**src/rtl/keypad_code_entry.sv**
```systemverilog
// Keypad front end for the digital safe: collects BCD digits, submits on ENTER, clears on CLEAR/timeout.
// Optional backspace key (0xC) enabled by defining KEYPAD_BACKSPACE_EN.
module keypad_code_entry #(
    parameter int unsigned NUM_DIGITS     = 8,
    parameter logic [19:0] TIMEOUT_CYCLES = 20'd1_000_000
) (
    input  logic        clk,
    input  logic        rst,
    input  logic        key_valid,
    input  logic [3:0]  key_code,
    output logic [31:0] entered_code,
    output logic        code_valid,
    output logic [3:0]  digit_count,
    output logic        entry_active,
    output logic        timeout_flag
);

    localparam int unsigned CODE_W = 32;
    localparam int unsigned CNT_W  = 4;
    localparam int unsigned TMR_W  = 20;
    localparam int unsigned TMR_XW = TMR_W + 1;

    localparam logic [3:0]       KEY_BKSP   = 4'hC;
    localparam logic [3:0]       KEY_ENTER  = 4'hE;
    localparam logic [3:0]       KEY_CLEAR  = 4'hF;
    localparam logic [CNT_W-1:0] MAX_DIGITS = CNT_W'(NUM_DIGITS);

    typedef enum logic [1:0] {
        S_IDLE,
        S_ENTRY,
        S_SUBMIT
    } state_e;

    state_e              state_q, state_d;
    logic [CODE_W-1:0]   buf_q, buf_d;
    logic [CNT_W-1:0]    count_q, count_d;
    logic [TMR_W-1:0]    tmr_q, tmr_d;
    logic [CODE_W-1:0]   code_q, code_d;
    logic                valid_q, valid_d;
    logic                active_q, active_d;
    logic                tflag_q, tflag_d;
    logic                key_hit;
    logic                is_digit;
    logic                tmr_expire;

    assign is_digit   = (key_code <= 4'd9);
    // Expiry fires on the cycle whose increment would reach TIMEOUT_CYCLES-1.
    assign tmr_expire = ({1'b0, tmr_q} + TMR_XW'(2)) >= {1'b0, TIMEOUT_CYCLES};

    always_comb begin
        state_d  = state_q;
        buf_d    = buf_q;
        count_d  = count_q;
        tmr_d    = '0;
        code_d   = code_q;
        tflag_d  = 1'b0;
        key_hit  = 1'b0;
        case (state_q)
            S_IDLE, S_ENTRY: begin
                if (key_valid) begin
                    if (is_digit) begin
                        key_hit = 1'b1;
                        if (count_q < MAX_DIGITS) begin
                            buf_d   = {buf_q[CODE_W-5:0], key_code};
                            count_d = count_q + CNT_W'(1);
                            state_d = S_ENTRY;
                        end
                    end else if (key_code == KEY_ENTER) begin
                        if (count_q != '0) begin
                            key_hit = 1'b1;
                            code_d  = buf_q;
                            buf_d   = '0;
                            count_d = '0;
                            state_d = S_SUBMIT;
                        end
                    end else if (key_code == KEY_CLEAR) begin
                        key_hit = 1'b1;
                        buf_d   = '0;
                        count_d = '0;
                        state_d = S_IDLE;
                    end
`ifdef KEYPAD_BACKSPACE_EN
                    else if (key_code == KEY_BKSP && state_q == S_ENTRY) begin
                        key_hit = 1'b1;
                        buf_d   = {4'h0, buf_q[CODE_W-1:4]};
                        if (count_q != '0) begin
                            count_d = count_q - CNT_W'(1);
                        end
                        if (count_q <= CNT_W'(1)) begin
                            state_d = S_IDLE;
                        end
                    end
`endif
                end
                // Idle time only accumulates in ENTRY; an accepted key always wins over expiry.
                if (!key_hit && state_q == S_ENTRY) begin
                    if (tmr_expire) begin
                        buf_d   = '0;
                        count_d = '0;
                        state_d = S_IDLE;
                        tflag_d = 1'b1;
                    end else begin
                        tmr_d = (tmr_q == '1) ? tmr_q : tmr_q + TMR_W'(1);
                    end
                end
            end
            S_SUBMIT: begin
                state_d = S_IDLE;
            end
            default: begin
                state_d = S_IDLE;
            end
        endcase
        valid_d  = (state_d == S_SUBMIT);
        active_d = (state_d == S_ENTRY);
    end

    always_ff @(posedge clk) begin
        if (rst) begin
            state_q  <= S_IDLE;
            buf_q    <= '0;
            count_q  <= '0;
            tmr_q    <= '0;
            code_q   <= '0;
            valid_q  <= 1'b0;
            active_q <= 1'b0;
            tflag_q  <= 1'b0;
        end else begin
            state_q  <= state_d;
            buf_q    <= buf_d;
            count_q  <= count_d;
            tmr_q    <= tmr_d;
            code_q   <= code_d;
            valid_q  <= valid_d;
            active_q <= active_d;
            tflag_q  <= tflag_d;
        end
    end

    assign entered_code = code_q;
    assign code_valid   = valid_q;
    assign digit_count  = count_q;
    assign entry_active = active_q;
    assign timeout_flag = tflag_q;

endmodule

```
**config.mk**
```make
export PLATFORM = sky130hd
export DESIGN_NAME = keypad_code_entry
export DESIGN_NICKNAME = d
export VERILOG_FILES = /design/src/rtl/keypad_code_entry.sv
export SDC_FILE = /design/constraint.sdc
export NUM_CORES = 1
export LEC_CHECK = 0
export ABC_AREA = 1
export CAP_MARGIN = 40
export CORE_ASPECT_RATIO = 1.4
export CORE_UTILIZATION = 40
export DETAILED_ROUTE_END_ITERATION = 7
export GPL_ROUTABILITY_DRIVEN = 1
export SLEW_MARGIN = 0
export SYNTH_ARGS = -nofsm -noshare
export SYNTH_HDL_FRONTEND = slang
export SYNTH_SLANG_ARGS = --single-unit
```
**constraint.sdc**
```tcl
create_clock -name clk -period 3.8 [get_ports clk]
set_clock_uncertainty 0.2 [all_clocks]
set_input_delay 0.76 -clock clk [delete_from_list [all_inputs] [get_ports clk]]
set_output_delay 0.76 -clock clk [all_outputs]
set_load 0.05 [all_outputs]
```
* Word-level counts from Yosys, hierarchy flattened
Index checks and enable logic that the tools add are counted.
** Cells by class
- Equal/unequal tests :: 6
- Reduce and logical (&&, ||, !) cells :: 8
- Bitwise logic cells :: 3
- Add/sub/neg operators :: 3
- Multiplexer cells :: 32
- $lt $le $gt $ge :: 3
** Operators with widths (count)
- $mux 32 :: 8
- $mux 4 :: 8
- $add 20x2->21 const B :: 1
- $ge 21x20->1 const B :: 1
- $add 20x1->20 const B :: 1
- $eq 20x20->1 const B :: 1
- $mux 2 :: 9
- $eq 4x4->1 const B :: 2
- $mux 1 :: 7
- $reduce_and 5->1 :: 1
- $add 4x1->4 const B :: 1
- $eq 2x1->1 const B :: 2
- $le 4x4->1 const B :: 1
- $lt 4x4->1 const B :: 1
- $reduce_bool 4->1 :: 1
- $reduce_or 4->1 :: 1
- $not 1->1 :: 3
- $reduce_or 3->1 :: 1
- $eq 2x2->1 const B :: 1
- $logic_not 2->1 :: 1
- $reduce_or 2->1 :: 1
- $logic_and 1x1->1 :: 1
- $logic_not 1->1 :: 1
** Storage, ports and cells
- Register bits after elaboration :: 93
- Bits of input ports :: 7
- Logic and storage cells :: 63

* Longest topological paths before layout
- Depth after elaboration :: 11
- Mapped depth :: 17
- Depth with buffers taken out :: 15

* Least setup slack after synthesis
No wires, ideal clock.
- Kind :: register to register
- From :: register count_q[0] (netlist: digit_count[0])
- To :: register buf_q[17]
- Setup slack :: 1449 ps
- Required time :: 3487 ps
- Arrival time :: 2038 ps
- Stages on the path, launching flop included :: 14
- Cell sequence :: dfxtp_1 inv_1 ha_1 nand3_1 nand2_1 o31ai_1 nand2_1 nand2_1 clkbuf_1 o21ai_0 o21ai_0 nor2_1 nand3_2 nand2_1
** Between the ends
- Cells in the longest elaborated chain, start to end :: 9
- Elaborated cells between the ends (all ways) :: 16
- Those cells by class :: order compare: 1; mux: 12; reduce/logical: 3
** Ends and longest elaborated chain
- start: declaration :: line 36 : logic [CNT_W-1:0] count_q, count_d;
- start signal: assignment :: line 131 : count_q <= count_d;
- $reduce_bool 4->1 :: line 69 : if (count_q != '0) begin
- $mux 1 :: line 69
- $mux 1 :: line 68 : end else if (key_code == KEY_ENTER) begin
- $mux 1 :: line 61 : if (is_digit) begin
- $mux 1 :: line 60 : if (key_valid) begin
- $mux 1 :: line 58 : case (state_q)
- $logic_not 1->1 :: line 96 : if (!key_hit && state_q == S_ENTRY) begin
- $logic_and 1x1->1 :: line 96
- $mux 32 * :: line 96
- end signal: assignment :: line 130 : buf_q <= buf_d;
- end: declaration :: line 35 : logic [CODE_W-1:0] buf_q, buf_d;
Mark *: on every way between the ends. The rest lies on a longest branch, timed or not. The select of a mux whose other input is x is not followed.
A chain may end at the register's enable or synchronous reset.

* Worst setup path after layout
- From :: input port key_code[1]
- To :: register buf_q[18]
** Between the ends
- Cells in the longest elaborated chain, start to end :: 9
- Elaborated cells between the ends (all ways) :: 16
- Those cells by class :: order compare: 1; eq/ne: 2; mux: 11; reduce/logical: 2
** Ends and longest elaborated chain
- start: declaration :: line 10 : input logic [3:0] key_code,
- $eq 4x4->1 :: line 76 : end else if (key_code == KEY_CLEAR) begin
- $mux 1 :: line 76
- $mux 1 :: line 68
- $mux 1 :: line 61
- $mux 1 :: line 60
- $mux 1 :: line 58
- $logic_not 1->1 :: line 96
- $logic_and 1x1->1 :: line 96
- $mux 32 * :: line 96
Marked as above.

==> flow_summary.ini <==
[run_status]
status = finished clean

[placed_design]
io_buffer_count = 45
post-dp-hpwl_um = 8310
gp_congestion = 0.914

[floorplan]
placementRows = 46
io_pins = 46
die_h_um = 131
die_x_um = 94.3
core_um2 = 11500
die_area_um2 = 12400
initial_core_util = 0.417

[timing]
setup_viol = 0
worst_slew_pin_slew_ps = 540
fmax_ghz = 0.351
layout_min_cycle_time_ps = 2850
slew_headroom = 0.640
rsz0062_at_grt = no
hold_viol = 0
finalCritPeriodShare = 0.749
tns_ps = 0
slew_viol_final = 0

[routing]
antenna_left = 0
drc = 0
drt-total-wl_um = 11600
drt-initial-drc-count = 169
wl_per_cell_um = 13.4
viasPerCell = 5.09
num_vias = 4388
dr.pass1.iters = 4

[pwr]
pwr-share-clk = 0.402
p_per_area_nw_per_um2 = 380
switching_share = 0.269
total_power_mw = 2.14
pwr-share-seq = 0.490
internal_power_mw = 1.56
irDropWorstVdd_v = 0.000172
p_leak_nw = 2.16
comb_power_share = 0.109
p_switching_uw = 575

[yosys]
yosysWarnings = 0
synthCells = 682
seq_area_frac_synth = 0.390
synth.largest_area_cell = dfxtp_1
syn_area_um2 = 4770
ys_seq_elements = 93
yosys.area.top_type_share = 0.390
ys_types = 35
synth_nets = 694
synth_area_leaders = dfxtp_1, nand2_1, nor2_1
avgSynthCellArea_um2 = 7.00

[worst_setup_path]
arrival_ps = 2920
cp-start-kind = primary input
cp_max_fo = 25
worstPathRequired_ps = 3870
reg2regPathDepth = 15
cp-end-kind = register
r2r_slack_ps = 1110
worstSetupPathType = in2reg
worstReg2RegStart = tmr_q[1]$_SDFFE_PP0P_
r2r-end = buf_q[18]$_SDFFE_PP0P_

[global_routing]
grtUsageTotal = 0.195
antenna_found_initial = 0
grt_max_degree = 71
grt_pass1_wl_um = 19300
grt_remaining_overflow = 0
grt_pass1_vias = 4056

[final_layout]
n_fill_cell = 1171
area_delta_synth_final_pct = 17.8
register_area_um2 = 1860
antenna_cells = 0
nNetsFinal = 725
fin_util = 0.491
multiInputGateArea_um2 = 2440
layout-drive-gt1-share = 0.104

[cts]
cts_hold_buf = 0
clk_latency_ps = 340
cts-root-buf = clkbuf_16
cts_tree = yes
clk_pin_slew_worst_paths_ps = 70
htree_num_levels = 3
postCtsSetupRepairBufs = 0
post_cts_resized = 0
cts.sinks = 93
clk_path_buf_depth = 2
cts_buffers = 9

[worst_hold_path]
hold_class = reg2reg
min_path_cells = 2
hold_path_end = entered_code[7]$_SDFFE_PP0P_
worstHoldStart = entered_code[7]$_SDFFE_PP0P_

[flow_run]
maxCapViolations = 0
layout by cell type (no fill, tap or decap), drive strengths merged, types with 13 or more instances in the layout:
cell,Yosys,layout
a21oi,36,36
buf,11,14
clkdlybuf4s50,0,45
dfxtp,93,93
inv,72,75
nand2,112,112
nand3,86,86
nor2,111,111
nor3,22,22
o21ai,63,63
xor2,13,13
state kept, by name (all words and copies together) (netlist names):
register	count
entry_active	1
buf_q	32
state_q	2
digit_count	4
code_valid	1
timeout_flag	1
tmr_q	20
entered_code	32
final cells by class:
| class | count | area share |
|---|---|---|
| multi-input cells | 476 | 0.434 |
| flip-flops and latches | 93 | 0.331 |
| repair buffers | 59 | 0.103 |
| clock buffers | 10 | 0.0425 |
| inverters | 74 | 0.0494 |
| well taps | 144 | 0.0320 |
| clock inverters | 6 | 0.00823 |
worst max path at each step:
stage | from | end | cells after the start
5_1_grt | key_code[1] | buf_q[11]$_SDFFE_PP0P_ | 13
6_report | key_code[1] | buf_q[18]$_SDFFE_PP0P_ | 13
2_1_floorplan | digit_count[0]$_SDFFE_PP0P_ | buf_q[17]$_SDFFE_PP0P_ | 13
3_5_place_dp | key_code[1] | buf_q[18]$_SDFFE_PP0P_ | 13
4_1_cts | key_code[1] | buf_q[18]$_SDFFE_PP0P_ | 13
3_3_place_gp | key_code[2] | buf_q[22]$_SDFFE_PP0P_ | 13
Yosys cell counts:
| cell | count |
|---|---|
| o211ai_1 | 2 |
| dfxtp_1 | 93 |
| xnor2_1 | 5 |
| nand4_1 | 7 |
| nor2_4 | 2 |
| clkinv_1 | 2 |
| nand3_1 | 64 |
| o31ai_1 | 1 |
| inv_1 | 71 |
| nand2_2 | 10 |
| nor3b_1 | 1 |
| buf_1 | 1 |
| clkbuf_1 | 28 |
| nand2_1 | 102 |
| buf_12 | 2 |
| nor2_1 | 102 |
| o21ai_1 | 2 |
| a211oi_1 | 7 |
| o21ai_2 | 1 |
| nor3_2 | 1 |
| nand3b_1 | 1 |
| o21bai_1 | 1 |
| inv_2 | 1 |
| xor2_1 | 13 |
| o21ai_0 | 60 |
| nor3_1 | 21 |
| a21oi_1 | 36 |
| buf_6 | 1 |
| ha_1 | 5 |
| buf_2 | 7 |
| nand3_2 | 21 |
| nor2_2 | 7 |
| nand3_4 | 1 |
| a31oi_1 | 2 |
| o311ai_0 | 1 |
per-layer routing:
metal  GRT usage  wire length, µm  part of all wire
met1       0.228             5040              0.43
met2       0.350             6080              0.52
met3      0.0260              235             0.020
met4      0.0735              232             0.020
met5           0                0                 0
power by group through the flow:
stage               Combinational (mW)  Sequential (mW)  Clock, mW
global route                     0.261             1.05      0.927
detailed placement               0.233             1.07          0
CTS                              0.234             1.05      0.886
global placement                 0.229             1.07          0
finish                           0.233             1.05      0.859
floorplan                        0.145             1.09          0
worst max-delay path, stage by stage:
cell	delay [ps]
clkdlybuf4s50_1	490
inv_1	70
nor3_1	230
nand2_1	90
o31ai_1	70
buf_4	210
nand2_1	120
nand4_1	120
inv_1	70
nand2_2	270
buf_12	240
nand3_2	70
nand2_1	80
through the flow:
| step | cell area, µm² | cells | hold slack, ps | setup slack (ps) |
|---|---|---|---|---|
| finish | 5630 | 862 | 243 | 953 |
| global route | 5630 | 862 | 260 | 695 |
| global placement | 5340 | 846 | 231 | 698 |
| detailed placement | 5340 | 846 | 237 | 629 |
| CTS | 5630 | 862 | 248 | 978 |
| floorplan | 4770 | 682 | 257 | 1450 |
cell families (layout without fill, tap and decap cells):
group / after synthesis / after routing / share of synthesized area
adders and majority gates: 5 / 5 / 0.0131
and+or+nand+nor: 340 / 340 / 0.339
DFF: 93 / 93 / 0.390
AOI/OAI and AO/OA: 113 / 113 / 0.126
buffers and inverters: 113 / 149 / 0.0991
xor gates and xnor gates: 18 / 18 / 0.0330
Note: power is estimated with default switching activity, not from simulation.
